===== config.mk =====
export PLATFORM = sky130hd
export DESIGN_NAME = mem_arbiter
export DESIGN_NICKNAME = d
export VERILOG_FILES = /design/src/rtl/mem_arb_pkg.sv /design/src/rtl/rr_arb2.sv /design/src/rtl/mem_arbiter.sv
export SDC_FILE = /design/constraint.sdc
export NUM_CORES = 1
export LEC_CHECK = 0
export BUFFER_PORTS_ARGS = -buffer_cell sky130_fd_sc_hd__buf_4
export CAP_MARGIN = 0
export CORE_MARGIN = 1.5
export CORE_UTILIZATION = 45
export CTS_CLUSTER_DIAMETER = 30
export CTS_CLUSTER_SIZE = 25
export DETAILED_ROUTE_END_ITERATION = 10
export PLACE_DENSITY = 0.8
export SLEW_MARGIN = 20
export SYNTH_ARGS = -nofsm -noshare
export SYNTH_HDL_FRONTEND = slang
export SYNTH_SLANG_ARGS = --single-unit

===== constraint.sdc =====
create_clock -name clk -period 1.8 [get_ports clk]
set_input_delay 0.09 -clock clk [delete_from_list [all_inputs] [get_ports clk]]
set_output_delay 0.09 -clock clk [all_outputs]
set_load 0.01 [all_outputs]

===== src/rtl/mem_arb_pkg.sv =====
// rtl/mem_arb_pkg.sv - shared types and constants for the memory arbiter
package mem_arb_pkg;

  typedef enum logic [1:0] {
    IDLE   = 2'd0,
    ACCESS = 2'd1,
    RESP   = 2'd2
  } arb_state_e;

  localparam logic REQ0 = 1'b0;
  localparam logic REQ1 = 1'b1;

  localparam int DEF_AWIDTH = 9;
  localparam int DEF_DWIDTH = 32;

endpackage


===== src/rtl/rr_arb2.sv =====
// rtl/rr_arb2.sv - two-input round-robin picker
module rr_arb2 (
  input  logic [1:0] req,
  input  logic       last_grant,
  output logic       valid,
  output logic       winner
);

  // A lone request wins outright; on a tie the side not served last wins
  always_comb begin
    valid  = |req;
    winner = 1'b0;
    case (req)
      2'b01:   winner = 1'b0;
      2'b10:   winner = 1'b1;
      2'b11:   winner = ~last_grant;
      default: winner = 1'b0;
    endcase
  end

endmodule


===== src/rtl/mem_arbiter.sv =====
// rtl/mem_arbiter.sv - two-port round-robin arbiter and sequencer for main memory
module mem_arbiter
  import mem_arb_pkg::*;
#(
  parameter int AWIDTH  = DEF_AWIDTH,
  parameter int DWIDTH  = DEF_DWIDTH,
  parameter int MEM_LAT = 1
) (
  input  logic              clk,
  input  logic              reset,
  input  logic              req0,
  input  logic              we0,
  input  logic [AWIDTH-1:0] addr0,
  input  logic [DWIDTH-1:0] wdata0,
  output logic              ack0,
  output logic [DWIDTH-1:0] rdata0,
  input  logic              req1,
  input  logic              we1,
  input  logic [AWIDTH-1:0] addr1,
  input  logic [DWIDTH-1:0] wdata1,
  output logic              ack1,
  output logic [DWIDTH-1:0] rdata1,
  output logic              mem_rd,
  output logic              mem_wr,
  output logic [AWIDTH-1:0] mem_addr,
  output logic [DWIDTH-1:0] mem_wdata,
  input  logic [DWIDTH-1:0] mem_rdata,
  output logic              busy,
  output logic              gnt_id
);

  // The counter only has to hold MEM_LAT-1
  localparam int CW = (MEM_LAT > 1) ? $clog2(MEM_LAT) : 1;

  arb_state_e  state, state_d;
  logic [CW-1:0] cnt;
  logic        we_q;
  logic        last_grant;
  logic        arb_valid;
  logic        arb_winner;
  logic        grant;
  logic        done;

  rr_arb2 u_rr_arb2 (
    .req        ({req1, req0}),
    .last_grant (last_grant),
    .valid      (arb_valid),
    .winner     (arb_winner)
  );

  assign busy = (state != IDLE);

  // Next-state logic: grant from IDLE, leave ACCESS when the window expires
  always_comb begin
    state_d = state;
    grant   = 1'b0;
    done    = 1'b0;
    case (state)
      IDLE: begin
        if (arb_valid) begin
          grant   = 1'b1;
          state_d = ACCESS;
        end
      end
      ACCESS: begin
        if (cnt == '0) begin
          done    = 1'b1;
          state_d = RESP;
        end
      end
      RESP:    state_d = IDLE;
      default: state_d = IDLE;
    endcase
  end

  // State register
  always_ff @(posedge clk) begin
    if (reset) state <= IDLE;
    else       state <= state_d;
  end

  // Datapath: latch the winner, hold the strobes for the window, return ack and data
  always_ff @(posedge clk) begin
    if (reset) begin
      cnt        <= '0;
      we_q       <= 1'b0;
      last_grant <= 1'b1;
      gnt_id     <= 1'b0;
      mem_rd     <= 1'b0;
      mem_wr     <= 1'b0;
      mem_addr   <= '0;
      mem_wdata  <= '0;
      ack0       <= 1'b0;
      ack1       <= 1'b0;
      rdata0     <= '0;
      rdata1     <= '0;
    end else begin
      ack0 <= 1'b0;
      ack1 <= 1'b0;
      if (grant) begin
        gnt_id    <= arb_winner;
        cnt       <= CW'(MEM_LAT - 1);
        if (arb_winner == REQ1) begin
          we_q      <= we1;
          mem_rd    <= ~we1;
          mem_wr    <= we1;
          mem_addr  <= addr1;
          mem_wdata <= wdata1;
        end else begin
          we_q      <= we0;
          mem_rd    <= ~we0;
          mem_wr    <= we0;
          mem_addr  <= addr0;
          mem_wdata <= wdata0;
        end
      end
      if (state == ACCESS && !done) begin
        cnt <= cnt - 1'b1;
      end
      if (done) begin
        mem_rd <= 1'b0;
        mem_wr <= 1'b0;
        if (gnt_id == REQ0) ack0 <= 1'b1;
        else                ack1 <= 1'b1;
        if (!we_q) begin
          if (gnt_id == REQ0) rdata0 <= mem_rdata;
          else                rdata1 <= mem_rdata;
        end
      end
      if (state == RESP) begin
        last_grant <= gnt_id;
      end
    end
  end

endmodule


==> results of run 1 <==
-- timing repair --
| item | in CTS | in global routing |
|---|---|---|
| hold endpoints to repair | 109 | 0 |
| endpoints found under the setup margin | 0 | 2 |
| setup buffers | 0 | 2 |
| hold buffers | 122 | 0 |
-- stage by stage --
step | area, um2 | setup slack (ns) | power (mW)
global placement | 6197 | 0.3748 | 3.952
floorplan | 4399 | 0.5151 | 3.403
finish | 8031 | 0.04531 | 7.653
global route | 8031 | -0.004329 | 7.891
detailed placement | 6197 | 0.2762 | 3.986
CTS | 8014 | 0.1280 | 7.531
-- power groups by stage --
stage	combinational, mW	clock, mW	sequential, mW
floorplan	0.459	0	2.94
detailed placement	1.11	0	2.88
global placement	1.08	0	2.87
CTS	1.33	3.38	2.83
global route	1.51	3.52	2.86
finish	1.42	3.38	2.85
-- metal layers --
layer / up-vias / routed length [um]
met1: 2550 / 6445
met3: 100 / 1810
li1: 2515 / -
met4: 0 / 998
met5: - / 0
met2: 399 / 9164
-- sequential cells by signal, indices dropped and copies added (netlist names) --
signal      count
mem_rd          1
last_grant      1
rdata0         32
we_q            1
state           2
mem_wr          1
rdata1         32
gnt_id          1
cnt             1
ack0            1
mem_wdata      32
ack1            1
mem_addr        9
-- cell type report --
cell class,count,area (um2)
Sequential cell,115,2302
Tap cell,129,161.4
Clock inverter,15,181.4
Multi-Input combinational cell,390,1862
Timing Repair Buffer,365,3108
Antenna cell,1,2.502
Clock buffer,17,414.1
Fill cell,453,1340
-- synthesized netlist by cell type, drive strengths merged --
cell type | number | area share
a21boi | 2 | 0.0043
a211o | 1 | 0.0020
and2b | 1 | 0.0017
a311oi | 42 | 0.084
a21oi | 66 | 0.075
nor4 | 1 | 0.0014
and2 | 2 | 0.0028
nand2b | 2 | 0.0028
nor2 | 46 | 0.041
a21bo | 1 | 0.0023
nand2 | 216 | 0.18
nand3 | 1 | 0.0011
nor3 | 1 | 0.0011
o211a | 1 | 0.0023
or2 | 2 | 0.0034
clkbuf | 24 | 0.020
nor4b | 1 | 0.0054
dfxtp | 115 | 0.52
nand3b | 1 | 0.0017
buf | 21 | 0.035
and4b | 1 | 0.0023
nor2b | 2 | 0.0028
-- worst paths after layout --
path / from / endpoint / slack (ns) / cells past startpoint
setup / recovery: last_grant$_SDFFE_PP1N_ / mem_wdata[8]$_SDFFE_PP0P_ / 0.05 / 4
hold / removal: req1 / gnt_id$_SDFFE_PP0P_ / 0.06 / 4
setup reg to reg: last_grant$_SDFFE_PP1N_ / mem_wdata[8]$_SDFFE_PP0P_ / 0.05 / 4
hold reg to reg: rdata0[1]$_SDFFE_PP0P_ / rdata0[1]$_SDFFE_PP0P_ / 0.45 / 2
-- worst max-delay path, cell delays in order, from the launching register on --
cell	delay, ns
dfxtp_1	0.35
a21boi_4	0.30
nand2_1	0.10
dlygate4sd3_1	0.56
a311oi_1	0.33
-- kinds of logic after synthesis --
group / count (synthesis)
AND/OR/NAND/NOR: 277
flip-flops: 115
AO/OA/AOI/OAI: 113
buffers and inverters: 45
-- cell usage in the layout, fill, tap and decap left out, types with 2 or more instances in the layout --
cell type      Yosys  routed
inv_6              0       3
buf_4              4     238
buf_12             0       5
a21oi_1           66      66
nor2_1            45      45
bufinv_16          0       3
and2_1             2       2
dfxtp_1          115     115
nand2b_1           2       2
dlygate4sd3_1      0     122
a311oi_1          42      42
clkinvlp_4         0       5
clkinv_4           0       2
clkinv_2           0       2
clkbuf_16          0      16
nor2b_1            2       2
nand2_1          216     216
==> out/metrics.yaml, run 1 <==
tritoncts: "done"
cp_max_fo: 9
cp.arrival_ns: 2.14
p_per_area_nw_per_um2: 952.9
grt_usage: 0.3532
avgSynthCellArea_um2: 7.999
finClkSkew_ns: 0.009865
whs_ns: 0.05520
cts_max_level: 4
vias_per_cell: 5.391
power.share.clock: 0.441
synthMuxAreaShare: 0
drt-wirelength-per-cell_um: 17.85
p_seq_frac: 0.373
use_met1: 0.3833
netlist_instances: 550
synth_fa_ha_area_frac: 0
dp_cells: 875
gr-usage-met3: 0.1108
crit_required_ns: 2.19
finalCritPeriodShare: 0.9748
wirelength_mm: 18.42
synth-seq-area-share: 0.5233
vias: 5564
nets: 1009
rows: 35
io_buffers: 230
ant_nets: 0
grt_pass1_wl_mm: 28.12
clock-sinks: 115
worstMarginPinSlew_ns: 0.3803
start_util: 0.4694
root_buffer: "clkbuf_8"
ir_drop_v: 0.0007086
setup-violations-final: 0
netlist_area_um2: 4399
clkLatencyLatePin_ns: 0.51
finalNonFillerCells: 1032
die-area_um2: 10380
drtIter0Drc: 354
numCtsBuffers: 17
critPathKind: "reg2reg"
yosys_warnings: 0
top_usage_layer: "met2"
io_pins: 231
synth-compound-area-share: 0.1695
fin_util: 0.8570
place_congestion: 0.8076
synth_top_family_by_area: "simple AND/OR/NAND/NOR gates"
post_cts_resized: 0
drc: 0
report.final.slew_viol_count: 0
p_comb_frac: 0.186
die_y_um: 101.9
slew-limit-headroom: 0.7465
grt_pass1_vias: 5714
clockBufferDepth: 2
yosys.cell_types.count: 27
fin_setup_tns_ns: 0
yosys_register_bits: 115
final_layout_size_suffix_gt1_frac: 0.3115
firstDrtPassIters: 5
place_hpwl_mm: 8.934
synth.net_count: 670
min_path_type: "in2reg"
startpoint_type: "register"
synth-xor-area-share: 0
outcome: "finished clean"
fp.dieW_um: 101.9
clock.fmax_ghz: 0.5699
antenna_found_initial: 1
layout_min_cycle_time_ns: 1.755
grt_overflow: 0
finalHoldViolations: 0
internal_power_mw: 5.579
grt_max_degree: 88
cp-end-kind: "register"
grt_util_met2: 0.6149
p_sw_mw: 2.074
area_growth_pct: 82.57
swShare: 0.2710
cellLeakagePower_nw: 3.527
core_um2: 9371
maxCapViolations: 0
synth_simple_gate_area_frac: 0.2520
clk_pin_slew_ns: 0.06
Power figures use the tool's default switching activity.
==> run 2: changes to the inputs <==
==> constraint.sdc (replaced) <==
create_clock -name clk -period 1.8 [get_ports clk]
set_input_delay 0.18 -clock clk [delete_from_list [all_inputs] [get_ports clk]]
set_output_delay 0.18 -clock clk [all_outputs]
set_load 0.01 [all_outputs]
==> run 2 against run 1 <==
Flip-flop and latch count stayed put. Register-to-register slack improved by 0.05 ns. Fmax up 2.7%. Critical endpoint is now mem_wdata[28]$_SDFFE_PP0P_. Largest cell class unchanged.
==> out/metrics.yaml, run 2 (synthesized netlist as in run 1, its figures left out) <==
outcome: "finished clean"  # unchanged
maxCapViolations: 0  # unchanged
cp-end-kind: "register"  # unchanged
nets: 1000  # was 1009
antenna_found_initial: 0  # was 1
worstMarginPinSlew_ns: 0.6145  # was 0.3803 ns
clockBufferDepth: 2  # unchanged
slew-limit-headroom: 0.5903  # was 0.7465
ir_drop_v: 0.0006594  # was 0.0007086 V
grt_usage: 0.3368  # was 0.3532
clock-sinks: 115  # unchanged
finalHoldViolations: 0  # unchanged
drt-wirelength-per-cell_um: 17.56  # was 17.85 um
io_pins: 231  # unchanged
place_congestion: 0.8054  # was 0.8076
place_ws_ns: 0.2746  # was 0.2762 ns
top_regs: "mem_wdata: 32 flops, rdata0: 32 flops, rdata1: 32 flops"  # unchanged
area_growth_pct: 81.00  # was 82.57%
report.final.slew_viol_count: 0  # unchanged
final_common_cell: "buf_4"  # unchanged
post_cts_resized: 0  # unchanged
cp_max_fo: 87  # was 9
vias: 5525  # was 5564
finClkSkew_ns: 0.01189  # was 0.009865 ns
clock.fmax_ghz: 0.5854  # was 0.5699 GHz
startpoint_type: "register"  # unchanged
numCtsBuffers: 17  # unchanged
min_path_type: "in2reg"  # unchanged
drc: 0  # unchanged
core_um2: 9371  # unchanged
worst_slack_ns: 0.09166  # was 0.04531 ns
layout_min_cycle_time_ns: 1.708  # was 1.755 ns
tritoncts: "done"  # unchanged
io_buffers: 230  # unchanged
start_util: 0.4694  # unchanged
place_hpwl_mm: 8.996  # was 8.934 mm
rows: 35  # unchanged
grt_max_degree: 88  # unchanged
firstDrtPassIters: 4  # was 5
mostFrequentLayoutCells: "buf_4, nand2_1, dlygate4sd3_1"  # unchanged
fin_setup_tns_ns: 0  # unchanged
grt_pass1_vias: 5619  # was 5714
ant_nets: 0  # unchanged
vias_per_cell: 5.401  # was 5.391
die_y_um: 101.9  # unchanged
holdBufCountCts: 116  # was 122
clk_pin_slew_ns: 0.06  # about the same
root_buffer: "clkbuf_8"  # unchanged
cellLeakagePower_nw: 3.504  # was 3.527 nW
rsz0062_at_grt: "no"
finalCritPeriodShare: 0.9491  # was 0.9748
critPathKind: "reg2reg"  # unchanged
final_layout_size_suffix_gt1_frac: 0.3113  # was 0.3115
cp.arrival_ns: 2.07  # was 2.14 ns
grt_pass1_wl_mm: 26.85  # was 28.12 mm
p_per_area_nw_per_um2: 955.6  # was 952.9 nW/um2
crit_required_ns: 2.16  # was 2.19 ns
setup-violations-final: 0  # unchanged
grt_overflow: 0  # unchanged
cts_max_level: 4  # unchanged
wirelength_mm: 17.96  # was 18.42 mm
clkLatencyLatePin_ns: 0.50  # was 0.51 ns
cts_setup_buffers: 0  # unchanged
die-area_um2: 10380  # unchanged
drtIter0Drc: 293  # was 354
fp.dieW_um: 101.9  # unchanged
==> run 2: final timing paths <==
kind,start,endpoint,slack (ns),cells after the start
worst max-delay path,state[0]$_SDFFE_PP0P_,mem_wdata[28]$_SDFFE_PP0P_,0.09,5
worst min-delay path,req0,gnt_id$_SDFFE_PP0P_,0.09,4
worst max register to register,state[0]$_SDFFE_PP0P_,mem_wdata[28]$_SDFFE_PP0P_,0.09,5
worst min register to register,rdata0[15]$_SDFFE_PP0P_,rdata0[15]$_SDFFE_PP0P_,0.46,2
==> run 2: area by class of cell <==
cell class	instances	area (um2)
diodes	1	2.502
multi-input cells	390	1862
flip-flops and latches	115	2302
clock inverters	15	182.7
repair buffers	356	3038
well taps	129	161.4
clock buffers	17	414.1
fillers	482	1409
==> run 2: report_power, final <==
group          switching, mW  total, mW  internal [mW]
registers              0.125       2.85           2.72
logic                  0.671       1.40          0.728
clock network           1.24       3.36           2.12
total                   2.04       7.61           5.57
==> run 2: stage by stage <==
stage                     power (mW)  hold WS, ns    util  instances  instance area (um2)
after floorplan                3.403       0.3160       -        550                 4399
after global placement         3.954       0.4373  0.6618        874                 6202
after detailed placement       3.992       0.4464  0.6618        874                 6202
after CTS                      7.533      0.05300  0.8494       1022                 7960
after global routing           7.872      0.09222  0.8494       1022                 7960
final                          7.609      0.09149  0.8497       1023                 7963
==> run 2: critical path, stage by stage (launching register included) <==
cell and delay [ns]:
dfxtp_1 0.34, or2_4 0.28, nor2_4 0.13, buf_12 0.30, nor2_1 0.08, a311oi_1 0.40
==> run 2: routing by layer <==
layer  up-vias  global-route usage  part of all wire
li1       2497                   -                 -
met1      2571              0.3517              0.35
met2       374              0.6026              0.51
met3        83             0.09576              0.10
met4         0              0.1992             0.047
met5         -                   0                 0
